==> src/rtl/wb_mem_master.sv <==
// Wishbone B4 pipelined master: runs one load/store bus cycle per accepted command,
// with byte-lane steering, load extension and misalign/error/timeout reporting.
module wb_mem_master #(
  parameter int unsigned AW      = 32,
  parameter int unsigned DW      = 32,
  parameter int unsigned TIMEOUT = 255
) (
  input  logic            clk,
  input  logic            reset,
  input  logic            i_cmd_valid,
  output logic            o_cmd_ready,
  input  logic [AW-1:0]   i_cmd_addr,
  input  logic            i_cmd_we,
  input  logic [DW-1:0]   i_cmd_wdata,
  input  logic [1:0]      i_cmd_width,
  input  logic            i_cmd_signed,
  output logic            o_rsp_valid,
  output logic [DW-1:0]   o_rsp_data,
  output logic [1:0]      o_rsp_code,
  output logic            o_wb_cyc,
  output logic            o_wb_stb,
  output logic            o_wb_we,
  output logic [AW-1:0]   o_wb_addr,
  output logic [DW-1:0]   o_wb_data,
  output logic [DW/8-1:0] o_wb_sel,
  input  logic [DW-1:0]   i_wb_data,
  input  logic            i_wb_ack,
  input  logic            i_wb_err,
  input  logic            i_wb_stall
);

  localparam int unsigned SelW = DW / 8;
  localparam int unsigned OffW = $clog2(SelW);

  typedef enum logic [1:0] {StIdle, StReq, StWait, StResp} state_e;

  state_e              state_q, state_d;
  logic                cyc_q, cyc_d;
  logic                stb_q, stb_d;
  logic                we_q, we_d;
  logic [AW-1:0]       wb_addr_q, wb_addr_d;
  logic [DW-1:0]       wb_data_q, wb_data_d;
  logic [SelW-1:0]     sel_q, sel_d;
  logic [OffW-1:0]     off_q, off_d;
  logic [1:0]          width_q, width_d;
  logic                sgn_q, sgn_d;
  logic                rsp_valid_q, rsp_valid_d;
  logic [DW-1:0]       rsp_data_q, rsp_data_d;
  logic [1:0]          rsp_code_q, rsp_code_d;
  logic [31:0]         cnt_q, cnt_d;

  logic [OffW-1:0]     cmd_off;
  logic [7:0]          sel_base;
  logic [2:0]          align;
  logic                cmd_illegal;
  logic [DW-1:0]       shifted, mask, raw, top_bit, load_data;
  logic                bus_done, timeout_hit;

  assign cmd_off = i_cmd_addr[OffW-1:0];

  always_comb begin
    sel_base = 8'hff;
    align    = 3'd7;
    unique case (i_cmd_width)
      2'd0:    begin sel_base = 8'h01; align = 3'd0; end
      2'd1:    begin sel_base = 8'h03; align = 3'd1; end
      2'd2:    begin sel_base = 8'h0f; align = 3'd3; end
      default: begin sel_base = 8'hff; align = 3'd7; end
    endcase
    cmd_illegal = (|(cmd_off & align[OffW-1:0])) || ((i_cmd_width == 2'd3) && (DW != 64));
  end

  // Load path: shift the addressed lane down, mask to size, extend from its top bit.
  always_comb begin
    shifted = i_wb_data >> {off_q, 3'b000};
    mask    = '1;
    unique case (width_q)
      2'd0:    mask = DW'(8'hff);
      2'd1:    mask = DW'(16'hffff);
      2'd2:    mask = DW'(32'hffff_ffff);
      default: mask = '1;
    endcase
    raw       = shifted & mask;
    top_bit   = mask & ~(mask >> 1);
    load_data = (sgn_q && |(shifted & top_bit)) ? (raw | ~mask) : raw;
  end

  assign bus_done    = ((state_q == StReq && !i_wb_stall) || state_q == StWait) &&
                       (i_wb_ack || i_wb_err);
  assign timeout_hit = (TIMEOUT != 0) && ((cnt_q + 32'd1) == 32'(TIMEOUT));

  always_comb begin
    state_d     = state_q;
    cyc_d       = cyc_q;
    stb_d       = stb_q;
    we_d        = we_q;
    wb_addr_d   = wb_addr_q;
    wb_data_d   = wb_data_q;
    sel_d       = sel_q;
    off_d       = off_q;
    width_d     = width_q;
    sgn_d       = sgn_q;
    rsp_valid_d = 1'b0;
    rsp_data_d  = rsp_data_q;
    rsp_code_d  = rsp_code_q;
    cnt_d       = cnt_q;
    unique case (state_q)
      StIdle: begin
        if (i_cmd_valid) begin
          off_d   = cmd_off;
          width_d = i_cmd_width;
          sgn_d   = i_cmd_signed;
          we_d    = i_cmd_we;
          if (cmd_illegal) begin
            state_d     = StResp;
            rsp_valid_d = 1'b1;
            rsp_code_d  = 2'b11;
            rsp_data_d  = '0;
          end else begin
            state_d   = StReq;
            cyc_d     = 1'b1;
            stb_d     = 1'b1;
            cnt_d     = '0;
            wb_addr_d = {i_cmd_addr[AW-1:OffW], {OffW{1'b0}}};
            wb_data_d = i_cmd_wdata << {cmd_off, 3'b000};
            sel_d     = SelW'(sel_base) << cmd_off;
          end
        end
      end
      StReq, StWait: begin
        cnt_d = cnt_q + 32'd1;
        if (bus_done) begin
          state_d     = StResp;
          cyc_d       = 1'b0;
          stb_d       = 1'b0;
          rsp_valid_d = 1'b1;
          rsp_code_d  = i_wb_err ? 2'b01 : 2'b00;
          rsp_data_d  = (i_wb_err || we_q) ? '0 : load_data;
        end else if (timeout_hit) begin
          state_d     = StResp;
          cyc_d       = 1'b0;
          stb_d       = 1'b0;
          rsp_valid_d = 1'b1;
          rsp_code_d  = 2'b10;
          rsp_data_d  = '0;
        end else if (state_q == StReq && !i_wb_stall) begin
          stb_d   = 1'b0;
          state_d = StWait;
        end
      end
      StResp:  state_d = StIdle;
      default: state_d = StIdle;
    endcase
  end

  always_ff @(posedge clk) begin
    if (!reset) begin
      state_q     <= StIdle;
      cyc_q       <= 1'b0;
      stb_q       <= 1'b0;
      we_q        <= 1'b0;
      wb_addr_q   <= '0;
      wb_data_q   <= '0;
      sel_q       <= '0;
      off_q       <= '0;
      width_q     <= '0;
      sgn_q       <= 1'b0;
      rsp_valid_q <= 1'b0;
      rsp_data_q  <= '0;
      rsp_code_q  <= '0;
      cnt_q       <= '0;
    end else begin
      state_q     <= state_d;
      cyc_q       <= cyc_d;
      stb_q       <= stb_d;
      we_q        <= we_d;
      wb_addr_q   <= wb_addr_d;
      wb_data_q   <= wb_data_d;
      sel_q       <= sel_d;
      off_q       <= off_d;
      width_q     <= width_d;
      sgn_q       <= sgn_d;
      rsp_valid_q <= rsp_valid_d;
      rsp_data_q  <= rsp_data_d;
      rsp_code_q  <= rsp_code_d;
      cnt_q       <= cnt_d;
    end
  end

  assign o_cmd_ready = (state_q == StIdle);
  assign o_rsp_valid = rsp_valid_q;
  assign o_rsp_data  = rsp_data_q;
  assign o_rsp_code  = rsp_code_q;
  assign o_wb_cyc    = cyc_q;
  assign o_wb_stb    = stb_q;
  assign o_wb_we     = we_q;
  assign o_wb_addr   = wb_addr_q;
  assign o_wb_data   = wb_data_q;
  assign o_wb_sel    = sel_q;

endmodule

==> config.mk <==
export PLATFORM = sky130hd
export DESIGN_NAME = wb_mem_master
export DESIGN_NICKNAME = d
export VERILOG_FILES = /design/src/rtl/wb_mem_master.sv
export SDC_FILE = /design/constraint.sdc
export NUM_CORES = 1
export LEC_CHECK = 0
export CAP_MARGIN = 25
export CORE_UTILIZATION = 40
export DETAILED_ROUTE_END_ITERATION = 7
export PLACE_DENSITY = 0.69
export SYNTH_ARGS = -nofsm -noshare
export SYNTH_HDL_FRONTEND = slang
export SYNTH_SLANG_ARGS = --single-unit
==> constraint.sdc <==
create_clock -name clk -period 8.4 [get_ports clk]
set_input_delay 0.84 -clock clk [delete_from_list [all_inputs] [get_ports clk]]
set_output_delay 0.84 -clock clk [all_outputs]
set_load 0.02 [all_outputs]
After elaboration in Yosys (flattened, before gate mapping)
Cells that the tools add are included.
- input port bits: 106
- latch bits: 0
- ROM bits: 0
- word-level logic and storage cells: 100
- memories kept: 0
- bits in registers: 143
- RAM bits: 0
- multiplexer cells: 39
- $add $sub $neg: 1
- bitwise operators: 8
- reductions and logical operators: 22
- eq/ne operators: 13
- divide/modulo/power cells: 0
- $lt $le $gt $ge: 0
- multiply operators: 0
- shift-type cells: 3
- operators with widths (kind ; count):
    32-bit two-way mux ; 8
    32-bit one-hot mux with 2 select lines ; 3
    32-bit AND ; 3
    32-bit by 1-bit adder with 32-bit output (second input constant) ; 1
    32-bit by 8-bit equality test with 1-bit output (second input constant) ; 1
    31-bit inverter with 32-bit output ; 1
    32-bit inverter ; 1
    32-bit bitwise OR ; 1
    32-bit OR reduction ; 1
    32-bit by 5-bit << shifter with 32-bit output ; 1
    32-bit by 5-bit >> shifter with 32-bit output ; 1
    2-bit two-way mux ; 9
    1-bit two-way mux ; 12
    2-bit one-hot mux with 3 select lines ; 2
    4-bit one-hot mux with 3 select lines ; 1
    4-bit AND reduction ; 3
    2-bit equality test (second input constant) ; 4
    2-bit by 1-bit equality test with 1-bit output (second input constant) ; 3
    2-bit logical NOT ; 3
    1-bit one-hot mux with 2 select lines ; 3
    3-bit AND reduction ; 2
    1-bit logical OR ; 4
    2-bit inequality test (second input constant) ; 2
    4-bit inequality test (second input constant) ; 1
    11 further kinds ; 15

Longest topological paths before layout
- word-level depth: 11
- mapped depth: 13

Worst setup path after synthesis
OpenSTA, ideal clock, no wires.
- path kind: input -> register
- start point: in i_cmd_addr[0]
- end point: reg rsp_data_q[21] (netlist: o_rsp_data[21])
- stages: 10
- setup slack: 5.569 ns
- arrival: 2.756 ns
- path buffers: 3
- setup time: 0.075 ns
- cell sequence: clkbuf_1 -> nor3_1 -> nor2_1 -> nand2_1 -> a21oi_1 -> and3_1 -> clkbuf_1 -> nand2_1 -> clkbuf_1 -> o22ai_1
- word-level cells in the longest chain between the ends: 5
- RTL lines (element ; RTL line ; RTL):
    start, declared ; 12 ; input logic [AW-1:0] i_cmd_addr,
    2-bit AND ; 70 ; cmd_illegal = (|(cmd_off & align[OffW-1:0])) || ((i_cmd_width == 2'd3) && (DW != 64));
    2-bit OR reduction ; 70 ;
    1-bit logical OR ; 70 ;
    2-bit by 1-bit inequality test with 1-bit output (no line) ; - ;
    4-bit AND reduction (no line) ; - ;
    end signal, assigned ; 184 ; rsp_data_q <= rsp_data_d;
    end, declared ; 48 ; logic [DW-1:0] rsp_data_q, rsp_data_d;
Every way passes these cells.
A chain may end at the register's enable or synchronous reset.

Worst setup path after layout
- start point: reg state_q[0]
- end point: reg cnt_q[17]
- word-level cells in the longest chain between the ends: 4
- elaborated cells on any way between the ends: 9
- RTL lines (element ; RTL line ; RTL):
    start, declared ; 37 ; state_e state_q, state_d;
    start signal, assigned ; 158 ; state_q <= StIdle;
    start signal, assigned ; 173 ; state_q <= state_d;
    2-bit by 1-bit equality test with 1-bit output / 2-bit equality test (equally long branches) ; 107 ; unique case (state_q)
    2-bit OR reduction ; 107 ;
    2-bit nonzero test (no line) ; - ;
    3-bit AND reduction (no line) ; - ;
    end signal, assigned ; 186 ; cnt_q <= cnt_d;
    end, declared ; 50 ; logic [31:0] cnt_q, cnt_d;
Parallel ways exist; a longest one is shown, timed or not.

==> results <==
- Synthesis produced 979 cells.
- In this run, CTS created clock tree buffers numbering 17.
- The number of max-slew violations in the final report is 0.
- The post-cts hold buffer count is 0.
- The final design utilization is between 50% and 60%.
- In the final design database the tool counted 1,240 nets.
- The global routing met1 resource utilization is 29.6%.
- In the finished design, the share of the clock period the worst path needs comes to 46.0%.
- The synthesized design contains 143 register bits.
- The maximum buffer depth of the clock tree is 2.
- The post-cts repair resize count is 0.
- STA classifies the critical path startpoint as a register.
- STA classifies the critical path endpoint as a register.
- Data arrives at the worst endpoint at 4.22 ns.
- Along the worst path, the maximum fanout reaches 40.
- The number of sinks driven by the clock tree is 143.
- Yosys mapped a number of flops with a built-in enable equal to 0.
- The worst setup path is of the register to register kind.
- Global routing used just over 7% of the available met3 tracks.
- The peak ir drop on the vdd network is 0.169 mV.
- The share of total power in sequential cells is 33.0%.
- During synthesis, Yosys emitted a total of 0 warnings.
- The synthesis-to-finish area growth is 35.4%.
- The setup TNS is 0 ns.
- The run finished with clean final reports.
- The remaining design rule violation count is 0.
- The count of buffers added by post-CTS timing repair for setup is 0.
- The synthesized netlist occupies a cell area of 7700 sq um.
- Final hold analysis gives a worst-case slack of 0.447 ns.
- The number of antenna violations at the first check in global routing is 0.
- The finished cells cover 10,400 sq um.
- The min-delay analysis places its worst path in the category register to register.
- The number of cells on the worst hold path is 2.
- The I/O pin count is 213.
- The layer flagged by global routing as most heavily used is met2.
- The die covers about 20,000 sq um.
- The placed cell count is about 1,300.
- Of all flip-flops after synthesis, the portion carrying an async set or reset was 0%.
- The final HPWL from detailed placement is 15,900 microns.
- The final setup skew is approximately 0.013 ns.
- The initialized floorplan defines 50 standard-cell rows.
- The share of total power in combinational logic is roughly a third.
- The count of different cell masters after synthesis is 57.
- Setup repair after global routing left no endpoint under its margin.
- Of the synthesized area, sequential elements account for 37.2%.
- The biggest area contributor in the post-synthesis netlist is dfxtp_1.
- The most frequently used flop master after synthesis is dfxtp_1.
- For this run the aggregate overflow at the end of global routing stands at 0.
- The filler cell count in the final layout is between 1,500 and 2,000.
- The detailed router finished its first iteration with 492 violations.
- In the final routed layout, each cell accounts on average for ~17 microns.
- The met2 track demand over resource is 37.9%.
- At the placement stage, the worst setup path has a slack of about 4.2 ns.
- The internal power of the cells is between 1 and 1.5 mW.
- The clock latency of the later-clocked register in the worst-skew pair is roughly 0.43 ns.
- The overall global routing resource usage is 23.2%.
- In this run switching power makes up 38.5% of total power.
- The required time reported for the critical path endpoint is 8.75 ns.
- The final critical delay including setup and external delays is 3.87 ns.
- The global-route wire length before repair is approximately 37,000 microns.
- Clock-pin slew was measured on the worst setup and hold paths at 0.07 ns.
- The width of the chip is between 100 and 150 microns.
- The tool flagged a number of max-cap violations equal to 0.
- For the pin with the worst max-slew slack, the measured transition is 0.935 ns.
- The clock power share is 32.4%.
- The post-layout worst setup margin is 4.53 ns.
- The TritonCTS clock tree is built.
- The root cell of the clock tree is clkbuf_16.
- For this run, the top clock speed supported by timing is 0.259 GHz.
- The number of antenna diodes in the final layout is 0.
- The cell area power density is 225 nW/um^2.
- The count of final hold-check violations is 0.
- The mean area per synthesized cell is around 7.9 sq um.
- The H-tree generated during clock tree synthesis spans 4 levels.
- The number of global-route vias before repair is a little over 7,000.
- The placeable core region is 18,800 sq um.
- The post-detailed-route count of antenna-violating nets is 0.
- The detailed-route via count is 7,551.
- The routability congestion estimate from global placement is around 0.92.
- Once the floorplan was initialized, standard cells occupied 41.0% of the core.
- The overall power is 2.35 mW.
- Sorting the synthesized cells by area gives the leading types as dfxtp_1, nand2_1, a21boi_0.
- The worst register-to-register path has a depth of 9.
- The leakage power total is around 3.6 nW.
- Leaving out filler cells and counting taps, the final layout contains 1,374.
- The die height is between 100 and 150 microns.
- The post-route netlist has 5.44% of its cells at a drive strength greater than 1.
- The via count normalized by instance count is approximately 5.5.
- The number of buffers added on ports is 210.
- Entering global routing, the biggest net connects 94 pins.
- The final-report setup violation count is 0.
- The first detailed-routing pass ran for 4 iterations.
- The switching power is 0.905 mW.
- The portion of synthesized cell area occupied by the leading cell type is 37.2%.
- The routed wire length is around 23,000 microns.
- The total cell area at the placement stage is 9780 sq um.
- Headroom to the max-slew limit came out at 37.7%.
final timing paths:
kind	start	end	slack [ns]
setup / recovery	state_q[0]$_SDFFE_PN0P_	cnt_q[17]$_SDFFE_PN0P_	4.53
hold / removal	o_rsp_data[7]$_SDFFE_PN0P_	o_rsp_data[7]$_SDFFE_PN0P_	0.45
setup reg to reg	state_q[0]$_SDFFE_PN0P_	cnt_q[17]$_SDFFE_PN0P_	4.53
hold reg to reg	o_rsp_data[7]$_SDFFE_PN0P_	o_rsp_data[7]$_SDFFE_PN0P_	0.45
power by group through the flow:
stage	Sequential [mW]	Combinational, mW	Clock (mW)
floorplan	0.832	0.482	0
finish	0.775	0.814	0.761
global route	0.782	0.892	0.815
global placement	0.787	0.789	0
CTS	0.775	0.795	0.780
detailed placement	0.789	0.792	0
critical path, cell delays in order (launching register included):
cell and delay, ns:
dfxtp_1 0.41, inv_1 0.11, ha_1 0.28, buf_4 0.37, clkinv_1 0.39, o21ai_2 0.84
nand2_1 0.51, buf_16 0.31, or4_1 0.39, a21boi_0 0.17
flip-flops by register name (all words and copies together) (netlist names), 2 cells and up:
register / cells
o_rsp_data: 32
off_q: 2
o_rsp_code: 2
o_wb_data: 32
cnt_q: 32
o_wb_sel: 4
state_q: 2
o_wb_addr: 30
width_q: 2
layout by cell type, fill, tap and decap left out, types with 26 or more instances in the layout:
cell type | Yosys | routed
clkdlybuf4s50_1 | 0 | 208
nor3_1 | 39 | 39
o21a_1 | 30 | 30
o21ai_0 | 27 | 26
a21oi_1 | 45 | 45
a211oi_1 | 27 | 27
nor2b_1 | 42 | 42
nand2_1 | 175 | 175
dfxtp_1 | 143 | 143
mux2i_1 | 34 | 34
nor2_1 | 33 | 32
a21boi_0 | 68 | 68
nand3_1 | 36 | 35
area by class of cell:
class | count | area [sq um] | area share (%)
Timing Repair Buffer | 219 | 2180 | 20.9
Multi-Input combinational cell | 738 | 4440 | 42.6
Sequential cell | 143 | 2860 | 27.5
Clock buffer | 17 | 425 | 4.08
Inverter | 8 | 30.0 | 0.288
Clock inverter | 15 | 191 | 1.84
Tap cell | 234 | 293 | 2.81
logic make-up (layout without fill, tap and decap cells):
| kind of cell | Yosys count | count (layout) | share of synthesized area (%) |
|---|---|---|---|
| buffers and inverters | 99 | 259 | 5.43 |
| AND/OR/NAND/NOR | 401 | 401 | 25.1 |
| flip-flops | 143 | 143 | 37.2 |
| adder cells (fa/ha/maj) | 7 | 7 | 1.14 |
| XOR/XNOR | 10 | 10 | 1.14 |
| multiplexers | 41 | 41 | 5.44 |
| other | 1 | 2 | 0.0487 |
| AO/OA/AOI/OAI | 277 | 277 | 24.6 |
Yosys cell counts, types with 8 or more instances:
cell type and n:
nand2_1 175, and2_1 9, dfxtp_1 143, mux2i_1 34, o211ai_1 16, nor2_1 33, o21ai_0 27, nor4_1 12
buf_1 8, nor2b_1 42, nor3_1 39, nand4_1 18, buf_2 10, o21a_1 30, a211oi_1 27, clkbuf_1 67
nand3_1 36, o211a_1 9, o21ai_1 8, a21boi_0 68, o22ai_1 25, a21oi_1 45
routing by layer:
layer | vias up | share of wire (%)
li1 | 3777 | -
met2 | 247 | 46
met1 | 3501 | 45
met5 | - | 0
met4 | 0 | 1.8
met3 | 26 | 7.1
(Power assumes the default switching activity.)
